===== src/rtl/seg7_pkg.sv =====
`default_nettype none
// ============================================================================
// Module      : seg7_pkg
// Description : Shared seven-segment pattern table and scan-FSM state type.
// Revision    : 1.0 - initial release
// ============================================================================
package seg7_pkg;

    typedef enum logic [1:0] {
        ST_WAIT   = 2'd0,
        ST_SETTLE = 2'd1,
        ST_HELD   = 2'd2
    } seg7_state_e;

    // Entry k is the a..g pattern (bit6=a) that displays hex nibble k.
    localparam logic [15:0][6:0] c_SEG7_TABLE = {
        7'h47, 7'h4F, 7'h3D, 7'h4E, 7'h1F, 7'h77, 7'h7B, 7'h7F,
        7'h70, 7'h5F, 7'h5B, 7'h33, 7'h79, 7'h6D, 7'h30, 7'h7E
    };

    function automatic logic [6:0] seg7_encode(input logic [3:0] nibble);
        return c_SEG7_TABLE[nibble];
    endfunction

endpackage
`default_nettype wire


===== src/rtl/seg7_pattern_decode.sv =====
`default_nettype none
// ============================================================================
// Module      : seg7_pattern_decode
// Description : Combinational reverse lookup of a segment pattern to a nibble.
// Revision    : 1.0 - initial release
// ============================================================================
module seg7_pattern_decode
    import seg7_pkg::*;
(
    input  logic [6:0] pattern_i,
    output logic [3:0] nibble_o,
    output logic       hit_o
);

    always_comb begin
        nibble_o = 4'd0;
        hit_o    = 1'b0;
        for (int k = 0; k < 16; k++) begin
            if (pattern_i == c_SEG7_TABLE[k]) begin
                nibble_o = 4'(k);
                hit_o    = 1'b1;
            end
        end
    end

endmodule
`default_nettype wire


===== src/rtl/seg7_scan_decoder.sv =====
`default_nettype none
// ============================================================================
// Module      : seg7_scan_decoder
// Description : Recovers a hex value from a scanned, multiplexed 7-seg display.
// Revision    : 1.0 - initial release
// ============================================================================
module seg7_scan_decoder
    import seg7_pkg::*;
#(
    parameter int NDIGITS       = 4,
    parameter int STABLE_CYCLES = 4
) (
    input  logic                   clk,
    input  logic                   reset,
    input  logic [6:0]             segment,
    input  logic [NDIGITS-1:0]     digit_sel,
    output logic [4*NDIGITS-1:0]   value,
    output logic                   valid,
    output logic                   error,
    output logic [NDIGITS-1:0]     digit_err
);

    // cnt counts matching comparisons, so STABLE_CYCLES samples need one fewer.
    localparam logic [7:0]         c_CAPTURE_CNT = 8'(STABLE_CYCLES - 1);
    localparam logic [NDIGITS-1:0] c_SEL_ONE     = NDIGITS'(1);

    logic [6:0]           seg_q, seg_prev_q;
    logic [NDIGITS-1:0]   sel_q, sel_prev_q;
    seg7_state_e          state_q, state_d;
    logic [7:0]           cnt_q, cnt_d;
    logic [NDIGITS-1:0]   captured_q, captured_d;
    logic [4*NDIGITS-1:0] shadow_q, shadow_d;
    logic [NDIGITS-1:0]   shadow_err_q, shadow_err_d;
    logic [4*NDIGITS-1:0] value_q;
    logic                 valid_q, error_q;
    logic [NDIGITS-1:0]   digit_err_q;

    logic                 w_unchanged, w_onehot, w_capture, w_frame_done;
    logic [7:0]           w_cnt_inc;
    logic [3:0]           w_nibble;
    logic                 w_hit;

    seg7_pattern_decode u_decode (
        .pattern_i (seg_q),
        .nibble_o  (w_nibble),
        .hit_o     (w_hit)
    );

    assign w_unchanged = (seg_q == seg_prev_q) && (sel_q == sel_prev_q);
    assign w_onehot    = (sel_q != '0) && ((sel_q & (sel_q - c_SEL_ONE)) == '0);
    assign w_cnt_inc   = (cnt_q == 8'hFF) ? cnt_q : cnt_q + 8'd1;

    always_comb begin
        state_d   = state_q;
        cnt_d     = cnt_q;
        w_capture = 1'b0;
        case (state_q)
            ST_WAIT: begin
                if (w_onehot) begin
                    state_d = ST_SETTLE;
                    cnt_d   = 8'd0;
                end
            end
            ST_SETTLE: begin
                if (w_unchanged) begin
                    cnt_d = w_cnt_inc;
                    if (w_cnt_inc == c_CAPTURE_CNT) begin
                        w_capture = 1'b1;
                        state_d   = ST_HELD;
                    end
                end else begin
                    cnt_d   = 8'd0;
                    state_d = w_onehot ? ST_SETTLE : ST_WAIT;
                end
            end
            ST_HELD: begin
                if (w_unchanged) begin
                    cnt_d = w_cnt_inc;
                end else begin
                    cnt_d   = 8'd0;
                    state_d = w_onehot ? ST_SETTLE : ST_WAIT;
                end
            end
            default: begin
                state_d = ST_WAIT;
                cnt_d   = 8'd0;
            end
        endcase
    end

    always_comb begin
        captured_d   = captured_q;
        shadow_d     = shadow_q;
        shadow_err_d = shadow_err_q;
        w_frame_done = 1'b0;
        if (w_capture) begin
            for (int i = 0; i < NDIGITS; i++) begin
                if (sel_q[i]) begin
                    shadow_d[4*i +: 4] = w_hit ? w_nibble : 4'd0;
                    shadow_err_d[i]    = ~w_hit;
                end
            end
            captured_d   = captured_q | sel_q;
            w_frame_done = &captured_d;
        end
    end

    always_ff @(posedge clk) begin
        if (reset) begin
            seg_q        <= '0;
            sel_q        <= '0;
            seg_prev_q   <= '0;
            sel_prev_q   <= '0;
            state_q      <= ST_WAIT;
            cnt_q        <= 8'd0;
            captured_q   <= '0;
            shadow_q     <= '0;
            shadow_err_q <= '0;
            value_q      <= '0;
            valid_q      <= 1'b0;
            error_q      <= 1'b0;
            digit_err_q  <= '0;
        end else begin
            seg_q      <= segment;
            sel_q      <= digit_sel;
            seg_prev_q <= seg_q;
            sel_prev_q <= sel_q;
            state_q    <= state_d;
            cnt_q      <= cnt_d;
            shadow_q   <= shadow_d;
            valid_q    <= w_frame_done;
            if (w_frame_done) begin
                value_q      <= shadow_d;
                digit_err_q  <= shadow_err_d;
                error_q      <= |shadow_err_d;
                captured_q   <= '0;
                shadow_err_q <= '0;
            end else begin
                captured_q   <= captured_d;
                shadow_err_q <= shadow_err_d;
            end
        end
    end

    assign value     = value_q;
    assign valid     = valid_q;
    assign error     = error_q;
    assign digit_err = digit_err_q;

endmodule
`default_nettype wire


===== config.mk =====
export PLATFORM = sky130hd
export DESIGN_NAME = seg7_scan_decoder
export DESIGN_NICKNAME = d
export VERILOG_FILES = /design/src/rtl/seg7_pkg.sv /design/src/rtl/seg7_pattern_decode.sv /design/src/rtl/seg7_scan_decoder.sv
export SDC_FILE = /design/constraint.sdc
export NUM_CORES = 1
export LEC_CHECK = 0
export BUFFER_PORTS_ARGS = -buffer_cell sky130_fd_sc_hd__clkbuf_2
export CORE_MARGIN = 8
export CORE_UTILIZATION = 58
export DETAILED_ROUTE_END_ITERATION = 10
export PLACE_DENSITY = 0.84
export SETUP_SLACK_MARGIN = 0.15
export SLEW_MARGIN = 5
export SYNTH_ARGS = -nofsm -noshare
export SYNTH_HDL_FRONTEND = slang
export SYNTH_SLANG_ARGS = --single-unit

===== constraint.sdc =====
create_clock -name clk -period 3.5 [get_ports clk]
set_input_delay 0.7 -clock clk [delete_from_list [all_inputs] [get_ports clk]]
set_output_delay 0.7 -clock clk [all_outputs]
set_load 0.01 [all_outputs]

==> impl_results.md, run 1 <==
* CP cell instances: ha_1 -> and4_1 -> nand4b_1 -> a221o_2 -> nor3_4 -> mux2_2 -> nor4_1 -> a211oi_2
* Final worst setup slack at 0.475 ns
* Register area share after synthesis at 0.444
* CTS Buffer Depth at 2
* Post-CTS Setup Inserts at 0
* Antenna cell count at 0
* Cts hold-fix bufs at 0
* Die Y at 93.8 µm
* Async SR Flop Fraction at 0
* Crit-path max cell delay at 0.49 ns
* Clk Latency, worst-skew pair at 0.35 ns
* Final HPWL DP at 5.20 mm
* Placer Congestion at 0.847
* Switching share of power at 0.245
* Cells after Synth at 397
* Mapped cell area at 3510 µm²
* Post-place setup slack at 0.474 ns
* Port bufs at 34
* WL/cell at 14.7 µm
* Worst path arrival time at 3.22 ns
* Initial antenna violation count at 0
* Fin crit share at 0.864
* # IOs at 35
* WHS at 0.455 ns
* Register share of total power at 0.525
* Row count at 28
* Clock Power Share at 0.410
* Share of layout cells above drive strength 1 at 0.181
* Final setup violating endpoints at 0
* Final setup TNS at 0 ns
* Crit. Startpoint: cnt_q[0]
* WS Path Type: reg2reg
* Syn_nets at 415
* DR vias/cell at 5.52
* Yosys top cell by area: dfxtp_1
* TritonRoute pass-1 iters at 4
* R2r startpoint: cnt_q[0]
* Buf+Inv Stages, Crit Path at 0
* Tightest Pin Transition at 0.889 ns
* Cell Int Power at 1.32 mW
* EDFF count, synth at 0
* Commonest non-fill, non-tap cell in the layout: dfxtp_1
* ANT nets after route at 0
* Distinct cell type count after synthesis at 52
* Via count at 2768
* CTS buffer count at 9
* Final net count at 439
* YS warnings at 0
* Worst endpoint required time at 3.69 ns
* CP startpoint kind: flop
* Critical path's top delay family: simple AND/OR/NAND/NOR gates
* Max-slew headroom at 0.407
* Pin count of the biggest net entering global routing at 47
* Mapped Avg Cell Area at 8.85 µm²
* Leading cell types by total area after synthesis: dfxtp_1 44%, nor2b_1 6.1%, nand2_1 5.0%, a21oi_1 4.4%, xor2_1 3.2%
* Synth top area share at 0.444
* Pwr dens at 446 nW/µm²
* Hold Path Class: reg2reg
* Ys flop type: dfxtp_1
* Total power at 1.75 mW
* CTS tree: done
* DR iter-0 viols at 133
* MaxCap Viol Count at 0
* Vias in the first global route at 2747
* P_sw at 429 µW
* LEAKAGE at 1.61 nW
* Die area at 8800 µm²
* Htree depth at 3
* GR Overflow Total at 0
* Final hold violation count at 0
* Crit path max fanout at 6
* Hold_sp: value[15]
* FF+latch count, synth at 78
* CP Capture Type: flop
* Synth-to-layout area growth at 11.9%
* First-pass GRT wire length at 12.4 mm
* Commonest non-fill, non-tap cells in the layout: 78 x dfxtp_1, 47 x nand2_1, 34 x nor2b_1, 34 x clkbuf_2, 31 x a21oi_1
* Clk slew on worst S/H paths at 0.08 ns
* Clk sinks at 78
* Status: completed
* R2r setup slk at 0.48 ns
* Slew Viols, Final at 0
* Setup repair after global routing missed its margin: no
* Fin crit period at 3.02 ns
* CP max-delay cell: a221o_2
* Post-cts resize count at 0
* Drt drc at 0
* Die X at 93.8 µm
* Fmax achieved at 331 MHz
* Combinational power share at 0.065
* Skew final at 0.00807 ns
* All-Layer GR Usage at 0.172
* Finished Core Util at 0.668
* Area of the core at 5890 µm²
* Final Routed Wirelength at 7.38 mm
* Initial core utilization at 0.597
* Root buffer cell: clkbuf_8
* VDD IR-drop max at 0.411 mV
[cell type report]
class	count	area, µm²
fill	460	1960
multi-input combinational	278	1790
sequential	78	1560
timing repair buffer	41	223
clock buffer	11	151
tap	75	93.8
clock inverter	5	65.1
inverter	13	48.8
[sequential cells by signal, indices dropped and copies added, names as in the netlist]
| name | flops |
|---|---|
| seg_q | 7 |
| value | 16 |
| valid | 1 |
| seg_prev_q | 7 |
| sel_prev_q | 4 |
| sel_q | 4 |
| captured_q | 4 |
| cnt_q | 8 |
| error | 1 |
| state_q | 2 |
| shadow_err_q | 4 |
| digit_err | 4 |
| shadow_q | 16 |
[routing by layer]
| layer | vias up | part of all wire | GRT usage |
|---|---|---|---|
| met5 | - | 0 | 0 |
| li1 | 1405 | - | - |
| met4 | 0 | 0.0069 | 0.0449 |
| met2 | 42 | 0.51 | 0.297 |
| met3 | 6 | 0.033 | 0.0496 |
| met1 | 1315 | 0.45 | 0.203 |
[through the flow]
stage | cells | cell area (µm²)
after floorplan | 397 | 3510
after global placement | 485 | 3710
after detailed placement | 485 | 3710
after CTS | 501 | 3930
after global routing | 501 | 3930
final | 501 | 3930
[tightest hold or removal path, cell delays in order, from the launching register on]
cell and delay (ns):
dfxtp_1 0.31, nand2_1 0.05, a21oi_1 0.05
[worst paths after layout]
path	to	depth (start not counted)
worst max-delay path	error	8
worst min register to register	value[15]	2
worst min-delay path	value[15]	2
worst max register to register	error	8
[synthesized netlist by cell type (all sizes together), types with 4 or more instances]
cell	n
a21o	4
a21oi	31
and2	8
buf	5
clkbuf	23
dfxtp	78
ha	5
inv	13
mux2	16
mux2i	5
nand2	47
nand3	4
nand4b	4
nor2	27
nor2b	34
nor3	17
o21a	4
o21ai	10
o22ai	6
xor2	13
[power by group through the flow]
stage	Clock, mW	Combinational (mW)	Sequential [mW]
final	0.718	0.114	0.919
after global routing	0.764	0.127	0.922
after CTS	0.725	0.113	0.919
after detailed placement	0	0.113	0.940
after global placement	0	0.110	0.939
after floorplan	0	0.0936	0.930
[cells by family after synthesis]
family,count (synthesis),synth area share
AOI/OAI and AO/OA,74,0.133
xor gates and xnor gates,14,0.0349
adders and majority gates,5,0.0178
buffers and inverters,41,0.0470
DFF,78,0.444
muxes,21,0.0677
and+or+nand+nor,164,0.255
Power figures use the tool's default switching activity.
==> run 2, diff against run 1 <==
--- a/config.mk
+++ b/config.mk
@@ -7,9 +7,10 @@
 export LEC_CHECK = 0
 export BUFFER_PORTS_ARGS = -buffer_cell sky130_fd_sc_hd__clkbuf_2
 export CORE_MARGIN = 8
-export CORE_UTILIZATION = 58
+export CORE_UTILIZATION = 61
+export CTS_BUF_LIST = sky130_fd_sc_hd__clkbuf_8
 export DETAILED_ROUTE_END_ITERATION = 10
-export PLACE_DENSITY = 0.84
+export PLACE_DENSITY = 0.87
 export SETUP_SLACK_MARGIN = 0.15
 export SLEW_MARGIN = 5
 export SYNTH_ARGS = -nofsm -noshare
==> impl_results.md, run 2 (synthesis gave the netlist of run 1 again) <==
* LEAKAGE at 1.58 nW (was 1.61 nW)
* WL/cell at 14.6 µm (was 14.7 µm)
* Commonest non-fill, non-tap cell in the layout: dfxtp_1 (unchanged)
* Via count at 2822 (was 2768)
* Clk slew on worst S/H paths at 0.08 ns (about the same)
* Post-place setup slack at 0.366 ns (was 0.474 ns)
* Fmax achieved at 332 MHz (was 331 MHz)
* Htree depth at 3 (unchanged)
* CTS buffer count at 9 (unchanged)
* Post-CTS Setup Inserts at 0 (unchanged)
* Max-slew headroom at 0.572 (was 0.407)
* Fin crit share at 0.859 (was 0.864)
* CTS tree: done (unchanged)
* Final worst setup slack at 0.492 ns (was 0.475 ns)
* CP startpoint kind: flop (unchanged)
* Pwr dens at 418 nW/µm² (was 446 nW/µm²)
* Final hold violation count at 0 (unchanged)
* Share of layout cells above drive strength 1 at 0.177 (was 0.181)
* Slew Viols, Final at 0 (unchanged)
* Total power at 1.62 mW (was 1.75 mW)
* Initial core utilization at 0.634 (was 0.597)
* DR iter-0 viols at 190 (was 133)
* Clk sinks at 78 (unchanged)
* Tightest Pin Transition at 0.641 ns (was 0.889 ns)
* Cts hold-fix bufs at 0 (unchanged)
* Vias in the first global route at 2776 (was 2747)
* Final Routed Wirelength at 7.22 mm (was 7.38 mm)
* Worst endpoint required time at 3.76 ns (was 3.69 ns)
* Area of the core at 5540 µm² (was 5890 µm²)
* Status: completed (unchanged)
* Drt drc at 0 (unchanged)
* Pin count of the biggest net entering global routing at 40 (was 47)
* Hold Path Class: reg2reg (unchanged)
* Setup repair after global routing missed its margin: no (unchanged)
* TritonRoute pass-1 iters at 5 (was 4)
* DR vias/cell at 5.69 (was 5.52)
* Skew final at 0.00964 ns (was 0.00807 ns)
* Commonest non-fill, non-tap cells in the layout: 78 x dfxtp_1, 47 x nand2_1, 34 x nor2b_1, 34 x clkbuf_2, 31 x a21oi_1 (unchanged)
* Die area at 8440 µm² (was 8800 µm²)
* Final setup violating endpoints at 0 (unchanged)
* Placer Congestion at 0.878 (was 0.847)
* CP Capture Type: flop (unchanged)
* # fillers at 439 (was 460)
* Root buffer cell: clkbuf_8 (unchanged)
* GR Overflow Total at 0 (unchanged)
* Final HPWL DP at 5.13 mm (was 5.20 mm)
* VDD IR-drop max at 0.313 mV (was 0.411 mV)
* Worst path arrival time at 3.27 ns (was 3.22 ns)
* Row count at 27 (was 28)
* Die Y at 91.9 µm (was 93.8 µm)
* Post-cts resize count at 0 (unchanged)
* Final net count at 438 (was 439)
* First-pass GRT wire length at 12.5 mm (was 12.4 mm)
* Crit path max fanout at 15 (was 6)
* Port bufs at 34 (unchanged)
* WS Path Type: reg2reg (unchanged)
* Die X at 91.9 µm (was 93.8 µm)
* Antenna cell count at 0 (unchanged)
* MaxCap Viol Count at 0 (unchanged)
* Clk Latency, worst-skew pair at 0.35 ns (about the same)
* Synth-to-layout area growth at 10.3% (was 11.9%)
* ANT nets after route at 0 (unchanged)
* Fin crit period at 3.01 ns (was 3.02 ns)
* Initial antenna violation count at 0 (unchanged)
* Final setup TNS at 0 ns (unchanged)
* # IOs at 35 (unchanged)
* All-Layer GR Usage at 0.176 (was 0.172)
* CTS Buffer Depth at 2 (unchanged)
[run 2: per-stage QoR]
stage | area, µm² | std cells | util | hold slack [ns]
final | 3880 | 496 | 0.700 | 0.457
after global routing | 3880 | 496 | 0.700 | 0.472
after CTS | 3870 | 496 | 0.699 | 0.458
after detailed placement | 3700 | 481 | 0.668 | 0.443
after global placement | 3700 | 481 | 0.668 | 0.440
after floorplan | 3510 | 397 | - | 0.441
[run 2: power breakdown]
group | switching (mW) | internal, mW | total [mW]
Combinational | 0.0629 | 0.0435 | 0.106
Clock | 0.318 | 0.272 | 0.590
Sequential | 0.0226 | 0.901 | 0.923
[run 2: final timing paths]
check                           cells after the start       from  slack (ns)           end
worst min-delay path                                2  value[11]        0.46     value[11]
worst max-delay path                                8   seg_q[6]        0.49  digit_err[3]
worst max register to register                      8   seg_q[6]        0.49  digit_err[3]
worst min register to register                      2  value[11]        0.46     value[11]
[run 2: cell type report]
class                           instances  area, µm²  share of cell area
Multi-Input combinational cell        278       1790               0.461
Sequential cell                        78       1560               0.403
Timing Repair Buffer                   40        215              0.0555
Clock buffer                           10        138              0.0355
Tap cell                               72       90.1              0.0232
Inverter                               13       48.8              0.0126
Clock inverter                          5       35.0             0.00904
[run 2: worst max-delay path, cell delays in order (launching register included)]
cell	delay [ns]
dfxtp_1	0.63
xor2_1	0.13
nor4_1	0.46
nand4_1	0.34
a2111oi_1	0.52
and2_2	0.38
buf_4	0.22
nor2_1	0.05
nor3_1	0.18
[run 2: layer usage]
| layer | part of all wire | up-vias | GRT usage |
|---|---|---|---|
| li1 | - | 1402 | - |
| met1 | 0.43 | 1352 | 0.203 |
| met2 | 0.52 | 60 | 0.302 |
| met3 | 0.040 | 8 | 0.0579 |
| met4 | 0.0090 | 0 | 0.0564 |
| met5 | 0 | - | 0 |
==> run 3, diff against run 2 <==
--- a/config.mk
+++ b/config.mk
@@ -11,6 +11,7 @@
 export CTS_BUF_LIST = sky130_fd_sc_hd__clkbuf_8
 export DETAILED_ROUTE_END_ITERATION = 10
 export PLACE_DENSITY = 0.87
+export RECOVER_POWER = 100
 export SETUP_SLACK_MARGIN = 0.15
 export SLEW_MARGIN = 5
 export SYNTH_ARGS = -nofsm -noshare
==> impl_results.md, run 3 (synthesis gave the netlist of run 1 again) <==
* Die X at 91.9 µm (unchanged)
* Final Routed Wirelength at 7.28 mm (was 7.22 mm)
* Row count at 27 (unchanged)
* Commonest non-fill, non-tap cell in the layout: dfxtp_1 (unchanged)
* Die area at 8440 µm² (unchanged)
* DR vias/cell at 5.68 (was 5.69)
* Clk slew on worst S/H paths at 0.08 ns (about the same)
* Drt drc at 0 (unchanged)
* Clk sinks at 78 (unchanged)
* GR Overflow Total at 0 (unchanged)
* ANT nets after route at 0 (unchanged)
* LEAKAGE at 1.48 nW (was 1.58 nW)
* # IOs at 35 (unchanged)
* Crit path max fanout at 15 (unchanged)
* Hold_sp: value[11] (unchanged)
* CTS tree: done (unchanged)
* Worst path arrival time at 3.34 ns (was 3.27 ns)
* Area of the core at 5540 µm² (unchanged)
* Skew final at 0.00869 ns (was 0.00964 ns)
* Worst endpoint required time at 3.76 ns (about the same)
* Slew Viols, Final at 40 (was 0)
* Pwr dens at 424 nW/µm² (was 418 nW/µm²)
* VDD IR-drop max at 0.315 mV (was 0.313 mV)
* Via count at 2815 (was 2822)
* Final setup violating endpoints at 0 (unchanged)
* All-Layer GR Usage at 0.176 (unchanged)
* Antenna cell count at 0 (unchanged)
* Combinational power share at 0.065 (was 0.066)
* Final setup TNS at 0 ns (unchanged)
* Reg2reg path depth at 8 (unchanged)
* Clock Power Share at 0.365 (was 0.364)
* Share of layout cells above drive strength 1 at 0.108 (was 0.177)
* Reg-to-Reg End: error (was digit_err[3])
* DR iter-0 viols at 187 (was 190)
* Placed cells at 481 (unchanged)
* Fmax achieved at 325 MHz (was 332 MHz)
* Fin crit share at 0.878 (was 0.859)
* Hold Path Class: reg2reg (unchanged)
* Clk Latency, worst-skew pair at 0.35 ns (about the same)
* # fillers at 454 (was 439)
* CP startpoint kind: flop (unchanged)
* Htree depth at 3 (unchanged)
* Synth-to-layout area growth at 8.90% (was 10.3%)
* Register share of total power at 0.569 (was 0.570)
* TritonRoute pass-1 iters at 4 (was 5)
* Status: finished, violations left (was completed)
* R2r startpoint: seg_q[6] (unchanged)
* CP Capture Type: flop (unchanged)
* WL/cell at 14.7 µm (was 14.6 µm)
* Root buffer cell: clkbuf_8 (unchanged)
* P_sw at 406 µW (was 403 µW)
* Vias in the first global route at 2776 (unchanged)
* WS Path Type: reg2reg (unchanged)
* Final hold violation count at 0 (unchanged)
* Commonest non-fill, non-tap cells in the layout: 78 x dfxtp_1, 47 x nand2_1, 34 x nor2b_1, 31 x a21oi_1, 27 x nor2_1 (was 78 x dfxtp_1, 47 x nand2_1, 34 x nor2b_1, 34 x clkbuf_2, 31 x a21oi_1)
* Die Y at 91.9 µm (unchanged)
* Final HPWL DP at 5.13 mm (unchanged)
* Failing checks: max-capacitance violations, max-slew violations
* Total power at 1.62 mW (about the same)
* First-pass GRT wire length at 12.5 mm (unchanged)
* Pin count of the biggest net entering global routing at 40 (unchanged)
* Fin crit period at 3.07 ns (was 3.01 ns)
* Tightest Pin Transition at 1.61 ns (was 0.641 ns)
* Max-slew headroom at -0.0700 (was 0.572)
* CTS buffer count at 9 (unchanged)
* Switching share of power at 0.250 (was 0.249)
* CTS Buffer Depth at 2 (unchanged)
* Setup repair after global routing missed its margin: no (unchanged)
* Placer Congestion at 0.878 (unchanged)
* Final cell count without fillers at 496 (unchanged)
* Initial core utilization at 0.634 (unchanged)
* CP cell instances: xor2_1 -> nor4_1 -> nand4_1 -> a2111oi_0 -> and2_2 -> buf_4 -> nor2_1 -> a211oi_2 (was xor2_1 -> nor4_1 -> nand4_1 -> a2111oi_1 -> and2_2 -> buf_4 -> nor2_1 -> nor3_1)
* Initial antenna violation count at 0 (unchanged)
* Final net count at 438 (unchanged)
* Hold Path Stages at 2 (unchanged)
* Worst Hold End: value[11] (unchanged)
* Crit-path max cell delay at 0.63 ns (about the same)
* Port bufs at 34 (unchanged)
* Cell Int Power at 1.22 mW (about the same)
* MaxCap Viol Count at 1 (was 0)
* CP max-delay cell: dfxtp_1 (unchanged)
* Post-CTS Setup Inserts at 0 (unchanged)
* R2r setup slk at 0.43 ns (was 0.49 ns)
==> run 3: cell count changes in the layout (fill, tap and decap cells not counted), moves of 2 or more <==
cell      delta
clkbuf_1    +25
clkbuf_2    -23
and2_0       +4
and2_1       -4
buf_4        -2
mux2_1       +2
mux2_2       -2
==> run 3: cell type report <==
type | instances | area, µm² | share of cell area
tap | 72 | 90.1 | 0.0235
clock inverter | 5 | 35.0 | 0.00916
sequential | 78 | 1560 | 0.408
inverter | 13 | 48.8 | 0.0128
timing repair buffer | 40 | 179 | 0.0468
clock buffer | 10 | 138 | 0.0360
multi-input combinational | 278 | 1770 | 0.464
==> run 3: per-layer routing <==
layer / routed length (µm) / share of wire / vias to the layer above / track usage
li1: - / - / 1401 / -
met2: 3690 / 0.51 / 61 / 0.302
met3: 312 / 0.043 / 15 / 0.0579
met1: 3180 / 0.44 / 1338 / 0.203
met4: 102 / 0.014 / 0 / 0.0564
met5: 0 / 0 / - / 0
==> run 3: stage by stage <==
step	instance area [µm²]	worst slack [ns]	utilization	hold slack, ns
floorplan	3510	0.737	-	0.441
global placement	3700	0.444	0.668	0.440
detailed placement	3700	0.366	0.668	0.443
CTS	3870	0.358	0.699	0.458
global route	3830	0.170	0.691	0.471
finish	3830	0.426	0.691	0.456
==> run 3: how the worst max path moves through the flow <==
stage | startpoint | endpoint | slack [ns] | cells after the start
2_1_floorplan | cnt_q[0] | error | 0.74 | 9
3_3_place_gp | seg_q[6] | error | 0.44 | 8
3_5_place_dp | seg_q[6] | error | 0.37 | 8
4_1_cts | seg_q[6] | error | 0.36 | 8
5_1_grt | seg_q[6] | digit_err[3] | 0.17 | 8
6_report | seg_q[6] | error | 0.43 | 8
==> run 3: power groups by stage <==
stage	registers, mW	logic, mW	clock network (mW)
2_1_floorplan	0.930	0.0936	0
3_3_place_gp	0.943	0.101	0
3_5_place_dp	0.944	0.106	0
4_1_cts	0.923	0.107	0.608
5_1_grt	0.927	0.119	0.646
6_report	0.924	0.106	0.593
==> run 3: repair_timing <==
action,4_1_cts,5_1_grt
hold buffers,0,0
gates resized for setup,0,1
endpoints found under the setup margin,0,4
==> run 3: critical path: cells and delay by family, from the launching register on <==
kind	cells	cell delay (ns)
buf+inv	1	0.22
simple gates	4	1.21
xor+xnor	1	0.13
compound gates	2	0.80
flops	1	0.63
